<file path="src/rtl/blink_pkg.sv">
// rtl/blink_pkg.sv - shared state encoding and default widths for the blink burst sequencer
package blink_pkg;

  localparam int BLINK_NBITS = 4;
  localparam int BLINK_TBITS = 4;

  typedef enum logic [1:0] {
    IDLE = 2'd0,
    ON   = 2'd1,
    OFF  = 2'd2,
    GAP  = 2'd3
  } blink_burst_state_e;

endpackage

</file>
<file path="src/rtl/blink_phase_cnt.sv">
// rtl/blink_phase_cnt.sv - tick-qualified phase counter with clear and terminal-count compare
module blink_phase_cnt #(
  parameter int TBITS = 4
) (
  input  logic             clk,
  input  logic             rst_n,
  input  logic             clr,
  input  logic             tick,
  input  logic [TBITS-1:0] term,
  output logic             hit
);

  logic [TBITS-1:0] cnt;

  assign hit = tick && (cnt == term);

  // The counter rewinds on its own terminal tick so consecutive phases start from zero.
  always_ff @(posedge clk or negedge rst_n) begin
    if (!rst_n) begin
      cnt <= '0;
    end else if (clr || hit) begin
      cnt <= '0;
    end else if (tick) begin
      cnt <= cnt + TBITS'(1);
    end
  end

endmodule

</file>
<file path="src/rtl/blink_burst_seq.sv">
// rtl/blink_burst_seq.sv - tick-driven LED burst sequencer (optional assertions: BLINK_BURST_SVA_EN)
module blink_burst_seq
  import blink_pkg::*;
#(
  parameter int NBITS     = BLINK_NBITS,
  parameter int TBITS     = BLINK_TBITS,
  parameter int ON_TICKS  = 1,
  parameter int OFF_TICKS = 1
) (
  input  logic             clk,
  input  logic             rst_n,
  input  logic             en,
  input  logic             tick,
  input  logic [NBITS-1:0] burst_len,
  input  logic [TBITS-1:0] gap_len,
  output logic             led,
  output logic             busy,
  output logic             done
);

  blink_burst_state_e state;
  logic [NBITS-1:0]   rem;
  logic [TBITS-1:0]   glen;
  logic [TBITS-1:0]   term;
  logic               hit;
  logic               abort;

  assign abort = (state != IDLE) && !en;

  always_comb begin
    term = '0;
    case (state)
      ON:      term = TBITS'(ON_TICKS - 1);
      OFF:     term = TBITS'(OFF_TICKS - 1);
      GAP:     term = glen - TBITS'(1);
      default: term = '0;
    endcase
  end

  blink_phase_cnt #(.TBITS(TBITS)) u_phase_cnt (
    .clk   (clk),
    .rst_n (rst_n),
    .clr   ((state == IDLE) || abort),
    .tick  (tick),
    .term  (term),
    .hit   (hit)
  );

  always_ff @(posedge clk or negedge rst_n) begin
    if (!rst_n) begin
      state <= IDLE;
      rem   <= '0;
      glen  <= '0;
      led   <= 1'b0;
      busy  <= 1'b0;
      done  <= 1'b0;
    end else if (abort) begin
      state <= IDLE;
      rem   <= '0;
      glen  <= '0;
      led   <= 1'b0;
      busy  <= 1'b0;
      done  <= 1'b0;
    end else begin
      done <= 1'b0;
      case (state)
        IDLE: begin
          if (en && tick && (burst_len != '0)) begin
            rem   <= burst_len;
            glen  <= gap_len;
            state <= ON;
            led   <= 1'b1;
            busy  <= 1'b1;
          end
        end
        ON: begin
          if (hit) begin
            state <= OFF;
            led   <= 1'b0;
          end
        end
        OFF: begin
          if (hit) begin
            rem <= rem - NBITS'(1);
            if (rem > NBITS'(1)) begin
              state <= ON;
              led   <= 1'b1;
            end else if (glen != '0) begin
              state <= GAP;
            end else begin
              state <= IDLE;
              busy  <= 1'b0;
              done  <= 1'b1;
            end
          end
        end
        GAP: begin
          if (hit) begin
            state <= IDLE;
            busy  <= 1'b0;
            done  <= 1'b1;
            led   <= 1'b0;
          end
        end
        default: state <= IDLE;
      endcase
    end
  end

`ifdef BLINK_BURST_SVA_EN
  logic [NBITS-1:0] blen;

  always_ff @(posedge clk or negedge rst_n) begin
    if (!rst_n) begin
      blen <= '0;
    end else if (abort) begin
      blen <= '0;
    end else if (state == IDLE && en && tick && (burst_len != '0)) begin
      blen <= burst_len;
    end
  end

  a_done_after_busy: assert property (@(posedge clk) disable iff (!rst_n) done |-> $past(busy));
  a_done_single:     assert property (@(posedge clk) disable iff (!rst_n) done |=> !done);
  a_led_busy:        assert property (@(posedge clk) disable iff (!rst_n) led |-> busy);
  a_tick_pulse:      assert property (@(posedge clk) disable iff (!rst_n) tick |=> !tick);
  a_rem_bound:       assert property (@(posedge clk) disable iff (!rst_n) rem <= blen);
`endif

endmodule
</file>
<file path="config.mk">
export PLATFORM = sky130hd
export DESIGN_NAME = blink_burst_seq
export DESIGN_NICKNAME = d
export VERILOG_FILES = /design/src/rtl/blink_pkg.sv /design/src/rtl/blink_phase_cnt.sv /design/src/rtl/blink_burst_seq.sv
export SDC_FILE = /design/constraint.sdc
export NUM_CORES = 1
export LEC_CHECK = 0
export ABC_AREA = 0
export BUFFER_PORTS_ARGS = -buffer_cell sky130_fd_sc_hd__buf_2
export CAP_MARGIN = 25
export CORE_MARGIN = 5
export CORE_UTILIZATION = 50
export CTS_CLUSTER_DIAMETER = 50
export DETAILED_ROUTE_END_ITERATION = 10
export MAX_ROUTING_LAYER = met4
export PLACE_DENSITY = 0.81
export SETUP_SLACK_MARGIN = 0.4
export SYNTH_ARGS = -nofsm -noshare
export SYNTH_HDL_FRONTEND = slang
export SYNTH_HIERARCHICAL = 1
export SYNTH_SLANG_ARGS = --single-unit
</file>
<file path="constraint.sdc">
create_clock -name clk -period 3.3 [get_ports clk]
set_input_delay 0.33 -clock clk [delete_from_list [all_inputs] [get_ports clk]]
set_output_delay 0.33 -clock clk [all_outputs]
set_load 0.03 [all_outputs]
</file>
==> report_table.html <==
<table>
<tr><th>Metric</th><th>Value</th></tr>
<tr><th colspan="2">Setup path</th></tr>
<tr><td>Data arrival time of the worst path</td><td>approximately 2.7 ns</td></tr>
<tr><td>Required time worst endpoint</td><td>3.45 ns</td></tr>
<tr><td>Critical path start-end classification</td><td>register to register</td></tr>
<tr><td>Element type at the critical path end</td><td>register</td></tr>
<tr><td>Worst Path Max Fanout</td><td>7</td></tr>
<tr><td>CP startpoint kind</td><td>register</td></tr>
<tr><td>Reg2reg start</td><td>glen[0]</td></tr>
<tr><td>Critical Path Source</td><td>glen[0]</td></tr>
<tr><th colspan="2">Synthesis</th></tr>
<tr><td>Area share of the leading cell type in the synthesized netlist</td><td>a little under two fifths</td></tr>
<tr><td>Ranking of synthesized cells by area</td><td>sky130_fd_sc_hd__dfrtp_1, sky130_fd_sc_hd__nand2_1, sky130_fd_sc_hd__a211oi_1</td></tr>
<tr><td>Total nets after synthesis</td><td>roughly 140</td></tr>
<tr><td>Post-synthesis instance total</td><td>121</td></tr>
<tr><td>Number of synthesized register bits</td><td>17</td></tr>
<tr><td>Predominant post-synthesis flop cell</td><td>sky130_fd_sc_hd__dfrtp_1</td></tr>
<tr><td>Area of the mapped netlist</td><td>about 1100 um^2</td></tr>
<tr><td>Post-synth EDFFs</td><td>0</td></tr>
<tr><td>Post-synth ARST share</td><td>100%</td></tr>
<tr><td>Synth cell types</td><td>38</td></tr>
<tr><td>Post-synthesis sequential area ratio</td><td>37.9%</td></tr>
<tr><td>Post-synthesis cell type with the largest combined area</td><td>sky130_fd_sc_hd__dfrtp_1</td></tr>
<tr><td>Avg Synthesized Cell Area</td><td>between 9 and 10 um^2</td></tr>
<tr><td>Yosys Warn Count</td><td>6</td></tr>
<tr><th colspan="2">Power</th></tr>
<tr><td>Power per standard cell area</td><td>518 nW/um^2</td></tr>
<tr><td>Highest ir drop seen on vdd</td><td>0.382 mV</td></tr>
<tr><td>Leakage power</td><td>between 0.5 and 0.6 nW</td></tr>
<tr><td>Net switching power</td><td>between 0.2 and 0.3 mW</td></tr>
<tr><td>Internal portion of total power</td><td>0.391 mW</td></tr>
<tr><td>Relative contribution of sequential cells to total power</td><td>45.6%</td></tr>
<tr><td>Net Sw Frac</td><td>around 39%</td></tr>
<tr><td>Clock share of power</td><td>around 17%</td></tr>
<tr><td>Combinational share of power</td><td>around 37%</td></tr>
<tr><th colspan="2">Die</th></tr>
<tr><td>Area inside the core boundary</td><td>2170 um^2</td></tr>
<tr><td>I/O pin total</td><td>15</td></tr>
<tr><td>Die Wd</td><td>about 57 um</td></tr>
<tr><td>Starting Density</td><td>a little over 50%</td></tr>
<tr><td>Full die area</td><td>around 3300 um^2</td></tr>
<tr><td>Placement row count</td><td>17</td></tr>
<tr><td>Die outline height</td><td>around 57 um</td></tr>
<tr><th colspan="2">STA</th></tr>
<tr><td>Minimum period implied by the final worst setup slack</td><td>2.59 ns</td></tr>
<tr><td>Final clock period utilization by the worst path</td><td>about four fifths</td></tr>
<tr><td>Post-route clock skew</td><td>around 0.0016 ns</td></tr>
<tr><td>Setup tns final</td><td>0 ns</td></tr>
<tr><td>Max-slew headroom at the worst pin</td><td>49.8%</td></tr>
<tr><td>Final count of pins violating max slew</td><td>0</td></tr>
<tr><td>Maximum operating frequency</td><td>386 MHz</td></tr>
<tr><td>Setup repair after global routing missed its margin</td><td>no</td></tr>
<tr><td>Final count of negative-setup-slack endpoints</td><td>0</td></tr>
<tr><td>Number of hold violations in the final report</td><td>0</td></tr>
<tr><td>Actual transition at the worst max-transition pin</td><td>approximately 0.75 ns</td></tr>
<tr><th colspan="2">Flow run</th></tr>
<tr><td>Number of max-capacitance violations reported</td><td>0</td></tr>
<tr><th colspan="2">Layout</th></tr>
<tr><td>Area Overhead vs Synth</td><td>10.9%</td></tr>
<tr><td>Total area of multi-input combinational cells</td><td>about 650 um^2</td></tr>
<tr><td>Share of post-route cells with drive strength above 1</td><td>19.7%</td></tr>
<tr><td>Final Net Count</td><td>between 150 and 200</td></tr>
<tr><td>Final antenna diode count</td><td>0</td></tr>
<tr><td>Number of fill cells in the layout</td><td>around 230</td></tr>
<tr><td>Area taken by flip-flops and latches</td><td>428 um^2</td></tr>
<tr><td>Final std cell area, no fill</td><td>~1200 um^2</td></tr>
<tr><td>Count of placed standard cells in the final layout, fillers left out</td><td>165</td></tr>
<tr><th colspan="2">GRT</th></tr>
<tr><td>Fraction of met1 tracks used by global routing</td><td>~21%</td></tr>
<tr><td>Number of global-route vias before repair</td><td>roughly 1,000</td></tr>
<tr><td>Maximum number of pins on one net before global-route repair</td><td>18</td></tr>
<tr><td>Overall overflow remaining after global route</td><td>0</td></tr>
<tr><td>Initial antenna violation count</td><td>0</td></tr>
<tr><td>Routing usage on met3</td><td>2.04%</td></tr>
<tr><td>Met2 usage in global routing</td><td>about a third</td></tr>
<tr><td>GRT busiest layer</td><td>met2</td></tr>
<tr><td>Wire length of the first global-routing pass</td><td>~4600 um</td></tr>
<tr><td>Total routing resource utilization after global routing</td><td>a little under a fifth</td></tr>
<tr><th colspan="2">Clock network</th></tr>
<tr><td>Number of setup buffers added after CTS</td><td>0</td></tr>
<tr><td>TritonCTS buffer count</td><td>3</td></tr>
<tr><td>Clock insertion delay at the later pin of the skew report</td><td>between 0.2 and 0.3 ns</td></tr>
<tr><td>Clock transition at path regs</td><td>about 0.10 ns</td></tr>
<tr><td>Clock sinks</td><td>17</td></tr>
<tr><td>Deepest clock path buffer count</td><td>2</td></tr>
<tr><td>Master cell of the clock root buffer</td><td>sky130_fd_sc_hd__clkbuf_4</td></tr>
<tr><td>Number of H-tree levels</td><td>1</td></tr>
<tr><td>TritonCTS clock tree</td><td>built</td></tr>
<tr><th colspan="2">Routing</th></tr>
<tr><td>Initial DRT Pass Iterations</td><td>4</td></tr>
<tr><td>Post-route DRC violation count</td><td>0</td></tr>
<tr><td>Detailed router's first-iteration violation count</td><td>between 40 and 50</td></tr>
<tr><td>Routed via count</td><td>around 1,000</td></tr>
<tr><td>Number of antenna-violating nets in the routed design</td><td>0</td></tr>
<tr><td>Post-detailed-route wirelength per cell</td><td>between 15 and 20 um</td></tr>
<tr><td>Final Routed Wirelength</td><td>about 2600 um</td></tr>
<tr><td>DR vias/cell</td><td>about 6.1</td></tr>
<tr><th colspan="2">Run status</th></tr>
<tr><td>Result of the run</td><td>finished clean</td></tr>
<tr><th colspan="2">Placed design</th></tr>
<tr><td>Final GP Congestion</td><td>between 1 and 1.5</td></tr>
<tr><td>Total half-perimeter wirelength after legalization and detailed placement</td><td>about 2000 um</td></tr>
<tr><td>Cell area after placement</td><td>~1200 um^2</td></tr>
<tr><td>Count of input and output buffers</td><td>14</td></tr>
<tr><td>Cell count after placement</td><td>160</td></tr>
<tr><th colspan="2">Hold path</th></tr>
<tr><td>Min-Delay Path Class</td><td>input pin to register</td></tr>
<tr><td>Min-delay src</td><td>gap_len[3]</td></tr>
</table>
through the flow:
step           setup slack (ns)  util (%)  hold WS (ns)  power (mW)
4_1_cts                   0.590      57.3         0.231       0.647
3_5_place_dp              0.605      55.7         0.276       0.532
6_report                  0.707      57.4         0.235       0.645
5_1_grt                   0.443      57.4         0.231       0.700
3_3_place_gp              0.771      55.7         0.269       0.527
2_1_floorplan             0.978         -        0.0344       0.465
registers in the layout (all words and copies together) (netlist names):
signal and count:
led 1, u_phase_cnt/cnt 4, done 1, busy 1, glen 4, rem 4
state 2
Yosys cell counts (2+ instances only):
cell type                  number
sky130_fd_sc_hd__o311ai_0       2
sky130_fd_sc_hd__nor2b_1        3
sky130_fd_sc_hd__xor2_1         3
sky130_fd_sc_hd__a21oi_1        2
sky130_fd_sc_hd__dfrtp_1       17
sky130_fd_sc_hd__nor3b_1        2
sky130_fd_sc_hd__xnor2_1        3
sky130_fd_sc_hd__o221ai_1       2
sky130_fd_sc_hd__nand3_1        2
sky130_fd_sc_hd__nand2b_1       3
sky130_fd_sc_hd__o22ai_1        2
sky130_fd_sc_hd__nand4_1        2
sky130_fd_sc_hd__nand2_1       15
sky130_fd_sc_hd__o21ai_0        6
sky130_fd_sc_hd__o31ai_1        2
sky130_fd_sc_hd__a211oi_1       7
sky130_fd_sc_hd__nor2_1        13
sky130_fd_sc_hd__nor3_1         5
sky130_fd_sc_hd__ha_1           4
sky130_fd_sc_hd__inv_1          6
sky130_fd_sc_hd__a31oi_1        2
sky130_fd_sc_hd__buf_2          2
worst max-delay path, stage by stage (launching register included):
cell and delay, ns:
sky130_fd_sc_hd__dfrtp_1 0.39, sky130_fd_sc_hd__inv_1 0.07, sky130_fd_sc_hd__ha_1 0.21, sky130_fd_sc_hd__xnor2_1 0.18
sky130_fd_sc_hd__nor2_1 0.07, sky130_fd_sc_hd__xor2_1 0.18, sky130_fd_sc_hd__a2111oi_4 0.38, sky130_fd_sc_hd__and2_1 0.35
sky130_fd_sc_hd__nand2_1 0.16, sky130_fd_sc_hd__o311ai_0 0.35, sky130_fd_sc_hd__o22ai_1 0.12
power by group through the flow:
stage	clock, mW	sequential, mW	combinational [mW]
after floorplan	0	0.302	0.163
after global placement	0	0.294	0.233
after global routing	0.128	0.300	0.271
final	0.112	0.294	0.239
after CTS	0.116	0.292	0.239
after detailed placement	0	0.296	0.236
kinds of logic after synthesis:
kind of cell	after synthesis	share of synthesized area, %
buffers and inverters	10	4.23
XOR/XNOR	6	4.68
multiplexers	1	0.891
flip-flops	17	37.9
AO/OA/AOI/OAI	32	24.2
adder cells (fa/ha/maj)	4	4.45
AND/OR/NAND/NOR	51	23.7
timing repair:
action,CTS,global route
hold buffers,1,0
hold endpoints to repair,17,0
gates resized for setup,0,2
endpoints found under the setup margin,0,2
final cells by class:
| type | instances | share of cell area [%] |
|---|---|---|
| Tap cell | 28 | 2.81 |
| Inverter | 7 | 2.11 |
| Timing Repair Buffer | 15 | 6.43 |
| Multi-Input combinational cell | 94 | 52.2 |
| Clock buffer | 4 | 2.11 |
| Sequential cell | 17 | 34.3 |
cell usage in the layout, fill, tap and decap left out, types with 2 or more instances in the layout:
cell type / count
sky130_fd_sc_hd__a211oi_1: 7
sky130_fd_sc_hd__nand2_1: 15
sky130_fd_sc_hd__dfrtp_1: 15
sky130_fd_sc_hd__o21ai_0: 6
sky130_fd_sc_hd__dfrtp_2: 2
sky130_fd_sc_hd__xor2_1: 3
sky130_fd_sc_hd__o311ai_0: 2
sky130_fd_sc_hd__inv_1: 6
sky130_fd_sc_hd__clkbuf_4: 3
sky130_fd_sc_hd__nor2b_1: 3
sky130_fd_sc_hd__buf_2: 14
sky130_fd_sc_hd__nand2b_1: 3
sky130_fd_sc_hd__o22ai_1: 2
sky130_fd_sc_hd__nand3_1: 2
sky130_fd_sc_hd__a21oi_1: 2
sky130_fd_sc_hd__ha_1: 4
sky130_fd_sc_hd__nor3b_1: 2
sky130_fd_sc_hd__o221ai_1: 2
sky130_fd_sc_hd__nor3_1: 5
sky130_fd_sc_hd__a31oi_1: 2
sky130_fd_sc_hd__nor2_1: 13
sky130_fd_sc_hd__xnor2_1: 3
sky130_fd_sc_hd__o31ai_1: 2
sky130_fd_sc_hd__nand4_1: 2
path summary, 6_finish.rpt:
| path | depth (start not counted) | end | slack (ns) |
|---|---|---|---|
| worst max-delay path | 10 | rem[3] | 0.71 |
| worst min-delay path | 3 | glen[3] | 0.23 |
| worst max register to register | 10 | rem[3] | 0.71 |
| worst min register to register | 2 | busy | 0.57 |
| max in group asynchronous | 2 | state[0] | 2.51 |
| min in group asynchronous | 2 | glen[3] | 0.49 |
per-layer routing:
metal / routed length (um) / vias to the layer above
li1: - / 473
met1: 1080 / 486
met2: 1360 / 34
met3: 130 / 6
met4: 44 / 0
met5: 0 / -
Power figures use the tool's default switching activity.
